### src/rtl/uart_pkg.sv
// Shared state encoding and frame constants for the button-driven UART transmitter.
// Frame layout: one start bit, DATA_BITS data bits LSB first, one stop bit.
package uart_pkg;

    typedef enum logic [1:0] {
        IDLE,
        START,
        DATA,
        STOP
    } uart_state_t;

    localparam int DATA_BITS  = 8;
    localparam int FRAME_BITS = 10;

endpackage

### src/rtl/btn_uart_tx_if.sv
// Byte-side handshake between the button/switch capture logic and the UART transmitter.
// Master drives the strobe and byte; the transmitter reports FIFO status back.
interface btn_uart_tx_if;
    import uart_pkg::*;

    logic                 dataRdy;
    logic [DATA_BITS-1:0] data;
    logic                 fifoFull;
    logic                 overflow;

    modport master (output dataRdy, data, input fifoFull, overflow);
    modport slave  (input dataRdy, data, output fifoFull, overflow);

endinterface

### src/rtl/byte_fifo.sv
// First-word-fall-through byte FIFO: dout shows the head whenever empty is low.
// Pointers carry one extra wrap bit so full and empty fall out of a plain compare.
module byte_fifo
    import uart_pkg::*;
#(
    parameter int DEPTH = 4
) (
    input  logic                 clk,
    input  logic                 reset,
    input  logic                 push,
    input  logic [DATA_BITS-1:0] din,
    input  logic                 pop,
    output logic [DATA_BITS-1:0] dout,
    output logic                 full,
    output logic                 empty
);

    localparam int AW = $clog2(DEPTH);

    logic [DATA_BITS-1:0] r_mem [DEPTH];
    logic [AW:0]          r_wrPtr;
    logic [AW:0]          r_rdPtr;
    logic                 w_doPush;
    logic                 w_doPop;

    assign empty = (r_wrPtr == r_rdPtr);
    assign full  = (r_wrPtr[AW] != r_rdPtr[AW]) && (r_wrPtr[AW-1:0] == r_rdPtr[AW-1:0]);
    assign dout  = r_mem[r_rdPtr[AW-1:0]];

    // A pop in the same cycle frees the slot, so a push while full is still taken.
    assign w_doPop  = pop && !empty;
    assign w_doPush = push && (!full || w_doPop);

    always_ff @(posedge clk) begin
        if (reset) begin
            r_wrPtr <= '0;
            r_rdPtr <= '0;
        end else begin
            if (w_doPush) r_wrPtr <= r_wrPtr + (AW+1)'(1);
            if (w_doPop)  r_rdPtr <= r_rdPtr + (AW+1)'(1);
        end
    end

    always_ff @(posedge clk) begin
        if (w_doPush) r_mem[r_wrPtr[AW-1:0]] <= din;
    end

endmodule

### src/rtl/btn_uart_tx.sv
// Queues button-strobed bytes and serialises them as 8N1 onto a registered TX line.
// STOP pops straight into START when more bytes wait, so bursts go out without idle gaps.
module btn_uart_tx
    import uart_pkg::*;
#(
    parameter int CLKS_PER_BIT = 10417,
    parameter int FIFO_DEPTH   = 4
) (
    input  logic                clk,
    input  logic                reset,
    btn_uart_tx_if.slave        byteIf,
    output logic                tx,
    output logic                busy
);

    localparam int              BW        = $clog2(CLKS_PER_BIT);
    localparam int              IW        = $clog2(DATA_BITS);
    localparam logic [BW-1:0]   BAUD_LAST = BW'(CLKS_PER_BIT - 1);
    localparam logic [IW-1:0]   IDX_LAST  = IW'(DATA_BITS - 1);

    uart_state_t          r_state;
    uart_state_t          w_nextState;
    logic [BW-1:0]        r_baudCnt;
    logic [BW-1:0]        w_baudNext;
    logic [IW-1:0]        r_bitIdx;
    logic [IW-1:0]        w_bitIdxNext;
    logic [DATA_BITS-1:0] r_shift;
    logic [DATA_BITS-1:0] w_shiftNext;
    logic                 r_tx;
    logic                 w_txNext;
    logic                 r_overflow;
    logic                 w_pop;
    logic                 w_bitEnd;
    logic                 w_fifoEmpty;
    logic                 w_fifoFull;
    logic [DATA_BITS-1:0] w_fifoDout;

    byte_fifo #(.DEPTH(FIFO_DEPTH)) u_fifo (
        .clk   (clk),
        .reset (reset),
        .push  (byteIf.dataRdy),
        .din   (byteIf.data),
        .pop   (w_pop),
        .dout  (w_fifoDout),
        .full  (w_fifoFull),
        .empty (w_fifoEmpty)
    );

    assign w_bitEnd        = (r_baudCnt == BAUD_LAST);
    assign tx              = r_tx;
    assign busy            = (r_state != IDLE) || !w_fifoEmpty;
    assign byteIf.fifoFull = w_fifoFull;
    assign byteIf.overflow = r_overflow;

    always_ff @(posedge clk) begin
        if (reset) begin
            r_state    <= IDLE;
            r_baudCnt  <= '0;
            r_bitIdx   <= '0;
            r_shift    <= '0;
            r_tx       <= 1'b1;
            r_overflow <= 1'b0;
        end else begin
            r_state    <= w_nextState;
            r_baudCnt  <= w_baudNext;
            r_bitIdx   <= w_bitIdxNext;
            r_shift    <= w_shiftNext;
            r_tx       <= w_txNext;
            r_overflow <= byteIf.dataRdy && w_fifoFull && !w_pop;
        end
    end

    // TX is computed from the next state so the line switches on the same edge as the state.
    always_comb begin
        w_nextState  = r_state;
        w_baudNext   = w_bitEnd ? '0 : r_baudCnt + BW'(1);
        w_bitIdxNext = r_bitIdx;
        w_shiftNext  = r_shift;
        w_pop        = 1'b0;
        w_txNext     = 1'b1;

        case (r_state)
            IDLE: begin
                w_baudNext = '0;
                if (!w_fifoEmpty) begin
                    w_pop       = 1'b1;
                    w_shiftNext = w_fifoDout;
                    w_nextState = START;
                end
            end
            START: begin
                if (w_bitEnd) begin
                    w_nextState  = DATA;
                    w_bitIdxNext = '0;
                end
            end
            DATA: begin
                if (w_bitEnd) begin
                    w_shiftNext = r_shift >> 1;
                    if (r_bitIdx == IDX_LAST) begin
                        w_nextState = STOP;
                    end else begin
                        w_bitIdxNext = r_bitIdx + IW'(1);
                    end
                end
            end
            STOP: begin
                if (w_bitEnd) begin
                    if (!w_fifoEmpty) begin
                        w_pop       = 1'b1;
                        w_shiftNext = w_fifoDout;
                        w_nextState = START;
                    end else begin
                        w_nextState = IDLE;
                    end
                end
            end
            default: w_nextState = IDLE;
        endcase

        case (w_nextState)
            START:   w_txNext = 1'b0;
            DATA:    w_txNext = w_shiftNext[0];
            default: w_txNext = 1'b1;
        endcase
    end

endmodule
### src/flat_wrapper.sv
// flat-port wrapper written by rule: the top's interface ports become plain ports
module btn_uart_tx_flat import uart_pkg::*;
#(
    parameter int CLKS_PER_BIT = 10417,
    parameter int FIFO_DEPTH   = 4
)
  (clk, reset, tx, busy, byteIf_dataRdy, byteIf_data, byteIf_fifoFull, byteIf_overflow);
  btn_uart_tx_if byteIf_i ();
  input  logic clk;
  input  logic reset;
  output logic tx;
  output logic busy;
  input wire logic [$bits(byteIf_i.dataRdy)-1:0] byteIf_dataRdy;
  input wire logic [$bits(byteIf_i.data)-1:0] byteIf_data;
  output wire logic [$bits(byteIf_i.fifoFull)-1:0] byteIf_fifoFull;
  output wire logic [$bits(byteIf_i.overflow)-1:0] byteIf_overflow;
  assign byteIf_i.dataRdy = byteIf_dataRdy;
  assign byteIf_i.data = byteIf_data;
  assign byteIf_fifoFull = byteIf_i.fifoFull;
  assign byteIf_overflow = byteIf_i.overflow;
  btn_uart_tx #(.CLKS_PER_BIT(CLKS_PER_BIT), .FIFO_DEPTH(FIFO_DEPTH)) u_core (.clk(clk), .reset(reset), .byteIf(byteIf_i), .tx(tx), .busy(busy));
endmodule
### config.mk
export PLATFORM = sky130hd
export DESIGN_NAME = btn_uart_tx_flat
export DESIGN_NICKNAME = d
export VERILOG_FILES = /design/src/rtl/uart_pkg.sv /design/src/rtl/btn_uart_tx_if.sv /design/src/rtl/byte_fifo.sv /design/src/rtl/btn_uart_tx.sv /design/src/flat_wrapper.sv
export SDC_FILE = /design/constraint.sdc
export NUM_CORES = 1
export LEC_CHECK = 0
export ABC_AREA = 0
export BUFFER_PORTS_ARGS = -buffer_cell sky130_fd_sc_hd__buf_2
export CAP_MARGIN = 20
export CELL_PAD_IN_SITES_DETAIL_PLACEMENT = 0
export CELL_PAD_IN_SITES_GLOBAL_PLACEMENT = 1
export CORE_ASPECT_RATIO = 0.7
export CORE_UTILIZATION = 53
export DETAILED_ROUTE_END_ITERATION = 10
export PLACE_DENSITY_LB_ADDON = 0.1
export SYNTH_ARGS = -nofsm -noshare
export SYNTH_HDL_FRONTEND = slang
export SYNTH_SLANG_ARGS = --single-unit
### constraint.sdc
create_clock -name clk -period 5.5 [get_ports clk]
set_input_delay 1.1 -clock clk [delete_from_list [all_inputs] [get_ports clk]]
set_output_delay 1.1 -clock clk [all_outputs]
set_load 0.02 [all_outputs]
==> results of run 1 <==
==> state kept, by name (all words and copies together) (netlist names), 2 cells and up, named ones only <==
signal                 count
u_core.r_bitIdx            3
u_core.u_fifo.r_rdPtr      3
u_core.r_baudCnt          14
u_core.u_fifo.r_mem       32
u_core.u_fifo.r_wrPtr      3
u_core.r_state             2
u_core.r_shift             8
==> layout make-up <==
class,instances,area (sq um)
Fill cell,464,2210
Sequential cell,69,1700
Multi-Input combinational cell,196,1420
Clock buffer,9,124
Clock inverter,7,98.8
Tap cell,75,93.8
Timing Repair Buffer,14,70.1
Inverter,9,33.8
==> metrics by stage <==
| stage | hold WS (ns) | instances |
|---|---|---|
| final | 0.464 | 379 |
| after floorplan | 0.437 | 282 |
| after global routing | 0.495 | 379 |
| after CTS | 0.464 | 379 |
| after detailed placement | 0.453 | 363 |
| after global placement | 0.450 | 363 |
==> cell usage after synthesis (2+ instances only) <==
cell type	count	share of area
sky130_fd_sc_hd__nand3_1	6	0.0094
sky130_fd_sc_hd__mux4_2	8	0.056
sky130_fd_sc_hd__xnor2_1	5	0.014
sky130_fd_sc_hd__and2_1	2	0.0039
sky130_fd_sc_hd__xor2_1	13	0.036
sky130_fd_sc_hd__o21ai_0	10	0.016
sky130_fd_sc_hd__nor3_2	2	0.0063
sky130_fd_sc_hd__or3_1	4	0.0078
sky130_fd_sc_hd__a22oi_1	3	0.0071
sky130_fd_sc_hd__a21oi_1	18	0.028
sky130_fd_sc_hd__a22o_1	2	0.0055
sky130_fd_sc_hd__inv_1	9	0.011
sky130_fd_sc_hd__ha_1	15	0.059
sky130_fd_sc_hd__o21ai_1	2	0.0031
sky130_fd_sc_hd__edfxtp_1	32	0.30
sky130_fd_sc_hd__dfxtp_1	37	0.23
sky130_fd_sc_hd__nand4_1	3	0.0059
sky130_fd_sc_hd__nand2_1	32	0.038
sky130_fd_sc_hd__and3_1	7	0.014
sky130_fd_sc_hd__nor3b_1	2	0.0047
sky130_fd_sc_hd__buf_2	4	0.0063
sky130_fd_sc_hd__nor2_1	36	0.042
sky130_fd_sc_hd__clkbuf_1	3	0.0035
==> worst paths after layout <==
check	startpoint	slack [ns]	to	cells after the start
min reg2reg	u_core.r_shift[7]$_SDFFE_PP0P_	0.46	u_core.r_shift[7]$_SDFFE_PP0P_	2
max	u_core.u_fifo.r_wrPtr[0]$_SDFFE_PP0P_	2.63	busy	4
min	u_core.r_shift[7]$_SDFFE_PP0P_	0.46	u_core.r_shift[7]$_SDFFE_PP0P_	2
max reg2reg	u_core.r_state[0]$_SDFF_PP0_	3.13	u_core.u_fifo.r_mem[2][1]$_DFFE_PP_	5
==> kinds of logic after synthesis <==
kind of cell / after synthesis / synth area share
DFF: 69 / 0.533
adders and majority gates: 15 / 0.0588
AOI/OAI and AO/OA: 46 / 0.0991
and+or+nand+nor: 106 / 0.168
buffers and inverters: 17 / 0.0215
muxes: 11 / 0.0701
xor gates and xnor gates: 18 / 0.0494
==> worst max-delay path: cells and delay by family (launching register included) <==
family / cells / cell delay, ns
buf+inv: 1 / 0.18
flops: 1 / 0.45
simple gates: 2 / 0.64
xor+xnor: 1 / 0.15
==> power by group through the flow <==
stage | sequential, mW | clock (mW) | combinational, mW
3_3_place_gp | 0.641 | 0 | 0.315
4_1_cts | 0.631 | 0.465 | 0.316
2_1_floorplan | 0.624 | 0 | 0.254
3_5_place_dp | 0.643 | 0 | 0.312
6_report | 0.630 | 0.456 | 0.315
5_1_grt | 0.638 | 0.487 | 0.353
==> layer usage <==
layer  track usage  up-vias  wire, um
li1              -     1044         -
met1         0.296      988      2930
met2         0.285       50      2450
met3        0.0662        6       263
met4         0.100        0        68
met5             0        -         0
==> summary by stage, run 1 <==
Outcome
The run finished with clean final reports.

Worst hold path
The min-delay analysis places its worst path in the category reg -> reg.

Worst setup path
The critical path goes through xor2_1, nor3_2, nand2_1, buf_2. The classification of the worst setup path is reg -> out. The maximum fanout along the worst path is 9. STA classifies the critical path startpoint as a flop. For the worst setup path, the data arrival time is 1.77 ns. The category of the worst setup path capture point is an output pin. STA puts the critical path data required time at 4.40 ns.

On the worst path, the slowest cell contributes a delay of 0.53 ns. The critical path's slowest cell is sky130_fd_sc_hd__nor3_2.

Clock network
The clock tree from TritonCTS is done. The later pin in the worst-skew pair is clocked with a latency of 0.35 ns. The H-tree generated during clock tree synthesis spans 3 levels.

The number of buffers inserted to repair setup after CTS is 0. Clock-pin slew was measured on the worst setup and hold paths at 0.08 ns. The clock net in this run drives a total of 69 sinks. The number of hold-repair buffers added at the cts stage is 0.

Counting along the longest clock path gives a buffer depth of 2. The cell sitting at the root of the clock tree is a sky130_fd_sc_hd__clkbuf_8. The number of clock buffers inserted by TritonCTS is 9.

After clock tree synthesis, the repair step resized 0 gates.

Drt
For this block, the initial DRC count from the detailed router was 118. Dividing the detail-routed via count by the number of cells gives 5.51. The count of nets left with antenna violations once routing finished came out at 0. The number of remaining DRC errors is 0.

The average wire per standard cell is 15.0 um. The total iterations of the first detailed-routing run is 4. The wire length after detailed routing is ~5.7 mm. The total via count in the routed design is 2088.

Synth
The sequential share of the synthesized area is 0.533. Synthesis produced 282 cells. Dividing the synthesized area by the synthesized cell count gives 11.3 sq um. The Yosys warning count is 0. In the synthesized netlist the async set-or-reset flop fraction comes to 0. The synthesized netlist occupies a cell area of 3190 sq um.

Among all flip-flop cells after synthesis, the most frequent one is sky130_fd_sc_hd__dfxtp_1. Synthesis inferred 69 register bits. After synthesis, the netlist uses 50 different library cells. In this run, synthesis inferred 32 flip-flops with an integrated enable. The number of nets handed over by synthesis was 308.

Placed design
The number of buffer cells added on primary ports is 14. The placement-stage worst setup slack is 3.02 ns. The cell area after placement is 3320 sq um. The final weighted congestion of routability-driven global placement is about 0.75.

The estimated wirelength of the detail-placed design is 4.01 mm.

Power and ir drop
Overall power consumption after layout is estimated at about 1.4 mW. For this design the ratio of total power to cell area is 395 nW/um^2. For this design the total switching power over the nets is 0.433 mW.

The switching share of power is 0.309. The part of the power in combinational logic is 0.225. The internal power is 0.968 mW. The leakage power is 1.30 nW. The peak supply drop is 0.235 mV. Of the total power, the clock network draws 0.326. The share of total power dissipated in sequential elements is 0.450.

Global routing
The maximum number of pins on one net before global-route repair is 20. The wire length of the first global-routing pass is 9.47 mm. The via count of the first global-routing pass is 1971. The overall fraction of global-route tracks in use is 0.209.

The initial antenna violation count is 0. The aggregate global routing overflow is 0.

STA
The final sum of negative setup slack is 0 ns. The number of max-slew violations in the final report is 0. Headroom to the max-slew limit came out at 0.557. The worst setup margin is roughly 2.6 ns. On the final layout, the worst clock skew is 0.0109 ns. Based on the critical path, the design can be clocked at up to between 300 and 400 MHz. The final number of hold-violating endpoints is 0. The number of failing setup endpoints in the final timing report is 0.

Setup repair after global routing left no endpoint under its margin. At the pin with the least slew margin, the transition time is 0.661 ns. Of the available clock period, the critical path in the final layout requires 0.522.

The smallest clock period supported by the final layout is computed as 2.87 ns.

Cells and area
The library cell used most frequently in the layout, excluding fill and tap cells, is sky130_fd_sc_hd__dfxtp_1. In the layout the commonest cells are 37 x sky130_fd_sc_hd__dfxtp_1, 36 x sky130_fd_sc_hd__nor2_1, 32 x sky130_fd_sc_hd__nand2_1, 32 x sky130_fd_sc_hd__edfxtp_1, 18 x sky130_fd_sc_hd__a21oi_1. After the last flow step, the layout net total stands at 325. The finished cells cover 3550 sq um.

Measured on the finished design, the core utilization comes to 0.616. In the final layout, the share of cells above drive strength 1 is 0.168. 0 antenna diodes ended up in the layout. Compared with the post-synthesis result, the final layout area differs by 11.0%.

Die
For this design the top-level I/O count stands at 15. The die covers 6350 sq um. The number of core rows is 23.

In this run the horizontal extent of the chip is 94.8 um. The area inside the core boundary is 5760 sq um. The initial utilization of the core area, before any placement, comes to 0.555. The die outline height is 67.0 um.

Flow run
The max-capacitance violation count is 0.
Power figures use the tool's default switching activity.
==> run 2: changes to the inputs <==
--- a/config.mk
+++ b/config.mk
@@ -11,7 +11,7 @@
 export CELL_PAD_IN_SITES_DETAIL_PLACEMENT = 0
 export CELL_PAD_IN_SITES_GLOBAL_PLACEMENT = 1
 export CORE_ASPECT_RATIO = 0.7
-export CORE_UTILIZATION = 53
+export CORE_UTILIZATION = 44
 export DETAILED_ROUTE_END_ITERATION = 10
 export PLACE_DENSITY_LB_ADDON = 0.1
 export SYNTH_ARGS = -nofsm -noshare
==> constraint.sdc (replaced) <==
create_clock -name clk -period 2.4 [get_ports clk]
set_input_delay 0.48 -clock clk [delete_from_list [all_inputs] [get_ports clk]]
set_output_delay 0.48 -clock clk [all_outputs]
set_load 0.02 [all_outputs]
==> run 2 against run 1 <==
Effect of this change:
- largest cell class unchanged
- setup slack got worse by 2.4 ns
- register-to-register slack got worse by 2.9 ns
- flip-flop and latch count did not move
- sequential power rose by 130%
- total power rose by 120%
- hold slack got worse by 0.12 ns
- global-route usage fell by 2.9 points
- clock power rose by 100%
==> summary by stage, run 2 (same netlist as run 1, synthesis figures left out) <==
Placed design
The final weighted congestion of routability-driven global placement is 0.796 (+5.5%). The estimated wirelength of the detail-placed design came to 4.34 mm (+8.2%). The number of buffer cells added on primary ports is 14 (unchanged).

Power and ir drop
The clock network fraction of design power is 0.296 (-0.030). The switching power total is 1.01 mW (+130%). The relative contribution of sequential cells to total power was 0.455 (+0.005). The leakage power was 1.30 nW (+0.52%).

The areal power density over the cells is 879 nW/um^2 (+120%). The peak supply drop is 0.276 mV (+18%). The sum of internal, switching and leakage power is 3.14 mW (+120%). The part of the power in combinational logic was 0.249 (+0.024).

The switching share of power is 0.320 (+0.0114). The internal power is 2.14 mW (+120%).

Cells and area
The end-of-flow core utilization is 0.519 (-0.0966). The top cell types in the final layout, fill and taps aside, are 37 x sky130_fd_sc_hd__dfxtp_1, 36 x sky130_fd_sc_hd__nor2_1, 32 x sky130_fd_sc_hd__nand2_1, 32 x sky130_fd_sc_hd__edfxtp_1, 18 x sky130_fd_sc_hd__a21oi_1. The total inserted antenna cells is 0 (unchanged). The net total in the final layout is 329 (+1.2%). The layout cell share with drive strength beyond 1 is 0.175 (+0.00756). The register cell area after layout came to 1700 sq um (unchanged).

The most common cell after layout, fill and taps aside is sky130_fd_sc_hd__dfxtp_1. The number of fillers in the final layout is 642 (+38%). The area of the multi-input gates was 1420 sq um (unchanged). The number of flip-flops under the largest register name is 32 (unchanged). The signed area change from the synthesized netlist to the final layout is 11.9%.

Global routing
The initial antenna violation count came to 0 (unchanged). The maximum number of pins on one net before global-route repair is 20 (unchanged). The wire length of the first global-routing pass is 10.2 mm (+7.3%). The via count of the first global-routing pass came to 1974 (+0.15%). The overall fraction of global-route tracks in use is 0.179 (-0.0294). The aggregate global routing overflow came to 0 (unchanged).

STA
The number of failing setup endpoints in the final timing report is 0 (unchanged). The final number of hold-violating endpoints is 0 (unchanged). The final sum of negative setup slack was 0 ns (unchanged). The ratio of final minimum period to clock period is 0.920.

The number of max-slew violations in the final report is 0 (unchanged). The worst path in the final design needs a cycle of 2.21 ns, including I/O delays and setup. The final-layout worst hold slack is 0.348 ns (-0.117 ns). The slew of the pin with the lowest slew margin is 0.469 ns (-0.191 ns).

The fmax is 453 MHz. The final clock skew is 0.00956 ns (-0.00130 ns). Setup repair after global routing left no endpoint under its margin. The worst slew margin relative to its limit is 0.687 (+0.130).

Worst setup path
The worst-case register-to-register setup slack is 0.19 ns (-2.94 ns). The classification of the worst setup path is reg -> reg. The maximum fanout along the worst path is 8 (-1). The data arrival time of the critical path came to 2.20 ns (+0.43 ns). The worst setup path is launched from a flop. The endpoint required time on the critical path was 2.39 ns (-2.01 ns). The number of cells on the worst reg-to-reg path was 5 (unchanged).

The worst reg2reg path startpoint is u_core.r_state[0]$_SDFF_PP0_. The worst setup path is captured at a flop. The worst register-to-register path ends at u_core.u_fifo.r_mem[1][0]$_DFFE_PP_.

Clock network
The post-CTS clock slew at the launch and capture registers of the worst setup and hold paths came to 0.08 ns (about the same). The clock latency at the later pin of the worst-skew pair was 0.34 ns (about the same). The clock sink count is 69 (unchanged). The number of hold-repair buffers added at the cts stage is 0 (unchanged). The number of buffers inserted to repair setup after CTS is 0 (unchanged).

The maximum count of clock buffers along a single path came to 2 (unchanged). The number of clock buffers inserted by TritonCTS came to 9 (unchanged). The H-tree level count is 3 (unchanged). The clock tree from TritonCTS is done. Clock tree synthesis selected as its root buffer the cell sky130_fd_sc_hd__clkbuf_8.

The count of instances resized after the clock tree is built is 0 (unchanged).

Drt
The wire length after detailed routing is 6.01 mm (+5.5%). The total iterations of the first detailed-routing run is 4 (unchanged). The average wire per standard cell is 15.0 um (-0.58%).

The number of remaining DRC errors is 0 (unchanged). The number of DRC violations after detailed-routing iteration 0 is 79 (-33%). The total via count in the routed design is 2038 (-2.4%). The antenna violation net count after detailed routing is 0 (unchanged). The via density per instance is 5.07 (-8.0%).

Flow run
The max-capacitance violation count is 0 (unchanged).

Die
The number of I/O pins came to 15 (unchanged). The die outline height is 73.3 um (+9.5%). The initial core utilization is 0.464 (-0.0908).

The number of core rows was 25 (+8.7%). The area inside the core boundary was 6880 sq um (+20%). The floorplan die area was 7610 sq um (+20%). The width of the die is 104 um (+9.5%).

Worst hold path
The worst hold path terminates at u_core.u_fifo.r_mem[1][1]$_DFFE_PP_. The source of the worst hold timing path is byteIf_data[1]. The number of cells on the worst hold path is 1 (-1). In this run the worst hold path is classified as in -> reg.

Outcome
The flow ran to the end, and the final reports show no timing, DRC or antenna violations.
==> run 2: cell types whose count changed in the layout (fill, tap and decap cells not counted) <==
| cell | previous run | this run |
|---|---|---|
| sky130_fd_sc_hd__clkinv_1 | 0 | 1 |
| sky130_fd_sc_hd__clkinv_2 | 1 | 0 |
| sky130_fd_sc_hd__buf_4 | 0 | 4 |
| sky130_fd_sc_hd__clkinvlp_2 | 0 | 1 |
| sky130_fd_sc_hd__bufinv_16 | 2 | 1 |
| sky130_fd_sc_hd__clkinv_4 | 2 | 3 |
| sky130_fd_sc_hd__clkinvlp_4 | 1 | 0 |
==> run 2: power by group through the flow <==
stage                     registers, mW  clock network [mW]  logic (mW)
final                              1.43               0.930       0.782
after global routing               1.45                1.01       0.875
after CTS                          1.43               0.967       0.791
after detailed placement           1.45                   0       0.786
after global placement             1.46                   0       0.784
after floorplan                    1.43                   0       0.581
==> run 2: area by class of cell <==
class                      instances  area share
sequential                        69       0.476
multi-input combinational        196       0.398
clock buffer                       9      0.0347
tap                               94      0.0329
timing repair buffer              18      0.0280
clock inverter                     7      0.0207
inverter                           9     0.00945
==> run 2: routing by layer <==
layer / track usage / part of all wire / vias up
met5: 0 / 0 / -
met4: 0.0619 / 0.0032 / 0
met3: 0.0612 / 0.039 / 4
met2: 0.236 / 0.38 / 31
met1: 0.270 / 0.58 / 951
li1: - / - / 1052
==> run 2: how the worst max path moves through the flow <==
stage,start,depth (start not counted),end
6_report,u_core.r_state[0]$_SDFF_PP0_,5,u_core.u_fifo.r_mem[1][0]$_DFFE_PP_
3_3_place_gp,u_core.r_state[0]$_SDFF_PP0_,5,u_core.u_fifo.r_mem[2][6]$_DFFE_PP_
3_5_place_dp,u_core.r_state[0]$_SDFF_PP0_,5,u_core.u_fifo.r_mem[2][7]$_DFFE_PP_
2_1_floorplan,u_core.r_state[0]$_SDFF_PP0_,7,u_core.u_fifo.r_wrPtr[2]$_SDFFE_PP0P_
4_1_cts,u_core.r_state[0]$_SDFF_PP0_,5,u_core.u_fifo.r_mem[1][0]$_DFFE_PP_
5_1_grt,u_core.r_state[0]$_SDFF_PP0_,5,u_core.u_fifo.r_mem[2][4]$_DFFE_PP_
==> run 2: worst max-delay path, cell delays in order, from the launching register on <==
cell	delay (ns)
sky130_fd_sc_hd__dfxtp_1	0.50
sky130_fd_sc_hd__ha_1	0.31
sky130_fd_sc_hd__and3_1	0.23
sky130_fd_sc_hd__a41oi_4	0.14
sky130_fd_sc_hd__o21ai_4	0.22
sky130_fd_sc_hd__and3_1	0.46
==> run 2: through the flow <==
step	cells	cell area [sq um]	setup WS, ns
CTS	402	3570	0.166
floorplan	282	3190	0.425
detailed placement	386	3380	0.217
global route	402	3570	0.0496
global placement	386	3380	0.270
finish	402	3570	0.191
